[src/rtl/sat_pkg.sv]
// Shared SAT definitions: phase codes driven to the synchronizer, sequencer
// state encoding and default widths.
package sat_pkg;

    localparam int SAT_CLAUSE_W_DEF = 8;
    localparam int SAT_CYC_W_DEF    = 6;

    typedef logic [1:0] sat_phase_t;

    localparam sat_phase_t SAT_RESET          = 2'b00;
    localparam sat_phase_t SAT_COMPUTE_CLAUSE = 2'b01;
    localparam sat_phase_t SAT_COMPUTE_CNF    = 2'b10;
    localparam sat_phase_t SAT_END_CLAUSE     = 2'b11;

    typedef enum logic [2:0] {
        ST_IDLE,
        ST_CLAUSE,
        ST_CNF,
        ST_ENDC,
        ST_HOLD
    } seq_state_t;

    // HOLD reuses END_CLAUSE so the accumulated CNF stays frozen downstream.
    function automatic sat_phase_t phase_of(input seq_state_t s);
        case (s)
            ST_CLAUSE: phase_of = SAT_COMPUTE_CLAUSE;
            ST_CNF:    phase_of = SAT_COMPUTE_CNF;
            ST_ENDC:   phase_of = SAT_END_CLAUSE;
            ST_HOLD:   phase_of = SAT_END_CLAUSE;
            default:   phase_of = SAT_RESET;
        endcase
    endfunction

endpackage

[src/rtl/sat_seq_cycle_counter.sv]
// Loadable down-counter with a zero flag; times the COMPUTE_CLAUSE dwell.
module sat_seq_cycle_counter #(
    parameter int W = 6
) (
    input  logic         clk,
    input  logic         reset,
    input  logic         load,
    input  logic [W-1:0] load_val,
    input  logic         dec,
    output logic         zero
);

    logic [W-1:0] cnt_q;

    always_ff @(posedge clk) begin
        if (reset) begin
            cnt_q <= '0;
        end else if (load) begin
            cnt_q <= load_val;
        end else if (dec && (cnt_q != '0)) begin
            cnt_q <= cnt_q - W'(1);
        end
    end

    assign zero = (cnt_q == '0);

endmodule

[src/rtl/sat_state_sequencer.sv]
// SAT phase sequencer: walks CLAUSE/CNF/END_CLAUSE per clause, then holds.
// Optional abort input enabled by defining SAT_SEQ_ABORT_EN.
module sat_state_sequencer
    import sat_pkg::*;
#(
    parameter int CLAUSE_W = SAT_CLAUSE_W_DEF,
    parameter int CYC_W    = SAT_CYC_W_DEF
) (
    input  logic                clk,
    input  logic                reset,
    input  logic                start,
`ifdef SAT_SEQ_ABORT_EN
    input  logic                abort,
`endif
    input  logic [CLAUSE_W-1:0] num_clauses,
    input  logic [CYC_W-1:0]    clause_cycles,
    output logic [1:0]          stateVal,
    output logic [CLAUSE_W-1:0] clause_idx,
    output logic                busy,
    output logic                done
);

    seq_state_t          state_q, state_d;
    logic [CLAUSE_W-1:0] n_q;
    logic [CYC_W-1:0]    c_q;
    logic [CYC_W-1:0]    load_val;
    logic                accept, abort_hit, cnt_load, cnt_dec, cnt_zero;

    // Counter holds remaining CLAUSE cycles minus one; C==0 dwells one cycle.
    function automatic logic [CYC_W-1:0] dwell_load(input logic [CYC_W-1:0] c);
        dwell_load = (c == '0) ? '0 : c - CYC_W'(1);
    endfunction

    sat_seq_cycle_counter #(.W(CYC_W)) u_dwell (
        .clk      (clk),
        .reset    (reset),
        .load     (cnt_load),
        .load_val (load_val),
        .dec      (cnt_dec),
        .zero     (cnt_zero)
    );

    always_comb begin
        state_d   = state_q;
        accept    = 1'b0;
        abort_hit = 1'b0;
        cnt_load  = 1'b0;
        cnt_dec   = 1'b0;
        load_val  = dwell_load((state_q == ST_ENDC) ? c_q : clause_cycles);
        case (state_q)
            ST_IDLE, ST_HOLD: begin
                if (start) begin
                    accept   = 1'b1;
                    cnt_load = 1'b1;
                    state_d  = (num_clauses == '0) ? ST_HOLD : ST_CLAUSE;
                end
            end
            ST_CLAUSE: begin
                if (cnt_zero) state_d = ST_CNF;
                else          cnt_dec = 1'b1;
            end
            ST_CNF: begin
                state_d = (clause_idx == n_q - CLAUSE_W'(1)) ? ST_HOLD : ST_ENDC;
            end
            ST_ENDC: begin
                state_d  = ST_CLAUSE;
                cnt_load = 1'b1;
            end
            default: state_d = ST_IDLE;
        endcase
`ifdef SAT_SEQ_ABORT_EN
        if (abort && (state_q != ST_IDLE)) begin
            abort_hit = 1'b1;
            accept    = 1'b0;
            cnt_load  = 1'b0;
            cnt_dec   = 1'b0;
            state_d   = ST_IDLE;
        end
`endif
    end

    always_ff @(posedge clk) begin
        if (reset) begin
            state_q    <= ST_IDLE;
            stateVal   <= SAT_RESET;
            clause_idx <= '0;
            busy       <= 1'b0;
            done       <= 1'b0;
            n_q        <= '0;
            c_q        <= '0;
        end else begin
            state_q  <= state_d;
            stateVal <= phase_of(state_d);
            busy     <= (state_d == ST_CLAUSE) || (state_d == ST_CNF) || (state_d == ST_ENDC);
            done     <= (state_d == ST_HOLD) && ((state_q != ST_HOLD) || accept);
            if (accept) begin
                n_q        <= num_clauses;
                c_q        <= clause_cycles;
                clause_idx <= '0;
            end else if (abort_hit) begin
                clause_idx <= '0;
            end else if (state_q == ST_ENDC) begin
                clause_idx <= clause_idx + CLAUSE_W'(1);
            end
        end
    end

endmodule

[config.mk]
export PLATFORM = sky130hd
export DESIGN_NAME = sat_state_sequencer
export DESIGN_NICKNAME = d
export VERILOG_FILES = /design/src/rtl/sat_pkg.sv /design/src/rtl/sat_seq_cycle_counter.sv /design/src/rtl/sat_state_sequencer.sv
export SDC_FILE = /design/constraint.sdc
export NUM_CORES = 1
export LEC_CHECK = 0
export ABC_CLOCK_PERIOD_IN_PS = 1900
export BUFFER_PORTS_ARGS = -buffer_cell sky130_fd_sc_hd__buf_2
export CAP_MARGIN = 20
export CORE_UTILIZATION = 41
export DETAILED_ROUTE_END_ITERATION = 10
export GPL_ROUTABILITY_DRIVEN = 0
export PLACE_DENSITY = 0.63
export SETUP_SLACK_MARGIN = 0.4
export SLEW_MARGIN = 20
export SYNTH_ARGS = -nofsm -noshare
export SYNTH_HDL_FRONTEND = slang
export SYNTH_SLANG_ARGS = --single-unit
[constraint.sdc]
create_clock -name clk -period 1.9 [get_ports clk]
set_input_delay 0.285 -clock clk [delete_from_list [all_inputs] [get_ports clk]]
set_output_delay 0.285 -clock clk [all_outputs]
set_load 0.02 [all_outputs]
==> qor.txt <==
Syn Inst Count: 264
CTS buffer count: 5
Setup violators final: 0
CP cell instances: nand3b_1, mux2i_2, ha_2, a21oi_2, or2_4, a31oi_2, nor3_1
Chip Height: 73.5 um
Met1 usage: 0.299
Max_slew headroom: 0.728
Maxcap violations: 0
Root buf cell: clkbuf_8
Area growth from synthesis to layout: 32.5%
Busiest grt layer: met1
Vias in the first global route: 1803
Die Width: 73.5 um
Placed cell area: 2410 um2
CTS hold repair buffers: 0
Grt total ovfl: 0
Wire per inst: 13.8 um
Slowest cell on crit path: dfxtp_2
Worst Path Required: 2.07 ns
Max incr delay on CP: 0.32 ns
Core area: 4820 um2
Hold slack: 0.216 ns
Worst vdd ir: 0.513 mV
Fin crit period: 1.85 ns
Average vias per placed instance: 5.32
Drt drc: 0
Slew @ Worst Pin: 0.405 ns
Post-synth EDFFs: 0
CTS max path bufs: 2
Largest net degree at the start of global routing: 19
Worst Setup End Kind: flip-flop
ANT cells: 0
CTS H-tree lvls: 2
Final period util: 0.973
Met3 Track Usage GR: 0.0453
Number of fill cells: 443
Worst setup path class: flip-flop to flip-flop
I/O pin count: 29
Total wire length: 5.23 mm
RSZ-0062 raised after global routing: true
Status: finished, final reports clean
Hold Path Class: input pin to flip-flop
Commonest non-fill, non-tap cell in the layout: nand2_1
Die footprint: 5410 um2
PwrDens: 1290 nW/um2
FMAX: 0.541 GHz
Main synth FF type: dfxtp_1
Hold Fails Final Rpt: 0
Asr flop ratio synth: 0
Clock Sinks: 35
DP HPWL: 3.57 mm
WP buf/inv: 0
Flip-flop and latch count after synthesis: 35
Most frequent cells in the layout: nand2_1 (42), buf_2 (28), buf_4 (24)
Post-Syn Area: 2100 um2
Nets: 335
Mean post-synth cell area: 7.95 um2
Clock-pin slew on the worst setup and hold paths: 0.08 ns
Rows: 25
Yosys warning count: 0
Worst Skew: 0.00675 ns
M2 GR Usage: 0.295
Net Count, Synth: 287
PnR Total Power: 3.60 mW
Post-route cell area: 2780 um2
Final Core Density: 0.577
Post-route antenna net violation count: 0
First-pass DRT Iterations: 4
CP startpoint kind: flip-flop
Clock Latency Late Sink: 0.30 ns
Worst EP arrival: 2.02 ns
Register area share after synthesis: 0.334
Effective utilization at floorplan: 0.436
Layout cells sized above 1: 0.377
Port buffer count: 28
Via Count: 2023
Final Slew Violations: 0
Leak pwr: 1.11 nW
Overall routing resource usage: 0.207
Crit-path leading delay family: simple AND/OR/NAND/NOR gates
CTS tree: done
CP Max Fanout: 6
Synth unique cells: 49
Starting DRT DRC Count: 130
Initial antenna violation count: 0
First-pass GRT wire length: 8.48 mm
[cell usage after synthesis (5+ instances only)]
cell type / count / area share
buf_2: 5 / 0.012
nand2_1: 42 / 0.075
xnor2_1: 18 / 0.075
xor2_1: 7 / 0.029
clkbuf_1: 7 / 0.013
nand3_1: 5 / 0.012
nor3_1: 13 / 0.031
a21oi_1: 29 / 0.069
dfxtp_1: 35 / 0.33
nor2_1: 25 / 0.045
inv_1: 9 / 0.016
or4_1: 5 / 0.018
ha_1: 6 / 0.036
[worst paths after layout]
kind,startpoint,endpoint,slack [ns],cells after the start
hold / removal,num_clauses[0],n_q[0],0.22,3
setup / recovery,state_q[2],u_dwell.cnt_q[3],0.05,7
setup reg to reg,state_q[2],u_dwell.cnt_q[3],0.05,7
hold reg to reg,c_q[0],c_q[0],0.50,2
[cell type report]
type | count | area [um2] | share of cell area
inverters | 9 | 36.3 | 0.0131
clock inverters | 2 | 13.8 | 0.00495
multi-input cells | 207 | 1480 | 0.533
clock buffers | 6 | 93.8 | 0.0338
repair buffers | 54 | 343 | 0.123
flip-flops and latches | 35 | 728 | 0.262
well taps | 67 | 83.8 | 0.0302
[worst register-to-register path, cell delays in order, from the launching register on]
cell and delay, ns:
dfxtp_2 0.32, nand3b_1 0.28, mux2i_2 0.29, ha_2 0.24, a21oi_2 0.06, or2_4 0.31, a31oi_2 0.17, nor3_1 0.06
[flip-flops by register name, summed over array words and instances (netlist names)]
| name | count |
|---|---|
| u_dwell.cnt_q | 6 |
| done | 1 |
| state_q | 3 |
| busy | 1 |
| clause_idx | 8 |
| n_q | 8 |
| stateVal | 2 |
| c_q | 6 |
[logic make-up (layout without fill, tap and decap cells)]
logic type	Yosys count	count (layout)	share of synthesized area
XOR/XNOR	25	25	0.104
buffers and inverters	22	71	0.0471
AO/OA/AOI/OAI	54	54	0.184
adder cells (fa/ha/maj)	6	6	0.0358
AND/OR/NAND/NOR	119	119	0.280
multiplexers	3	3	0.0143
flip-flops	35	35	0.334
[through the flow]
stage,setup TNS [ns],worst slack [ns],cells
CTS,0,0.0731,374
finish,0,0.0506,380
global placement,0,0.0570,361
floorplan,0,0.155,264
global route,-0.0292,-0.0170,380
detailed placement,0,0.0289,361
[power by group]
group	switching, mW	internal [mW]	total [mW]
clock network	0.304	0.338	0.642
registers	0.155	0.917	1.07
logic	1.00	0.882	1.89
[per-layer routing]
layer	vias up	part of all wire	wire, um
met2	56	0.43	2250
met1	938	0.50	2630
met4	0	0.020	105
met3	10	0.047	245
met5	-	0	0
li1	1019	-	-
[timing repair]
item,4_1_cts,5_1_grt
buffers inserted,5,6
resized for setup,20,25
pin swaps,13,17
setup endpoints to repair,20,20
No activity file was read; power rests on OpenSTA's default activity.
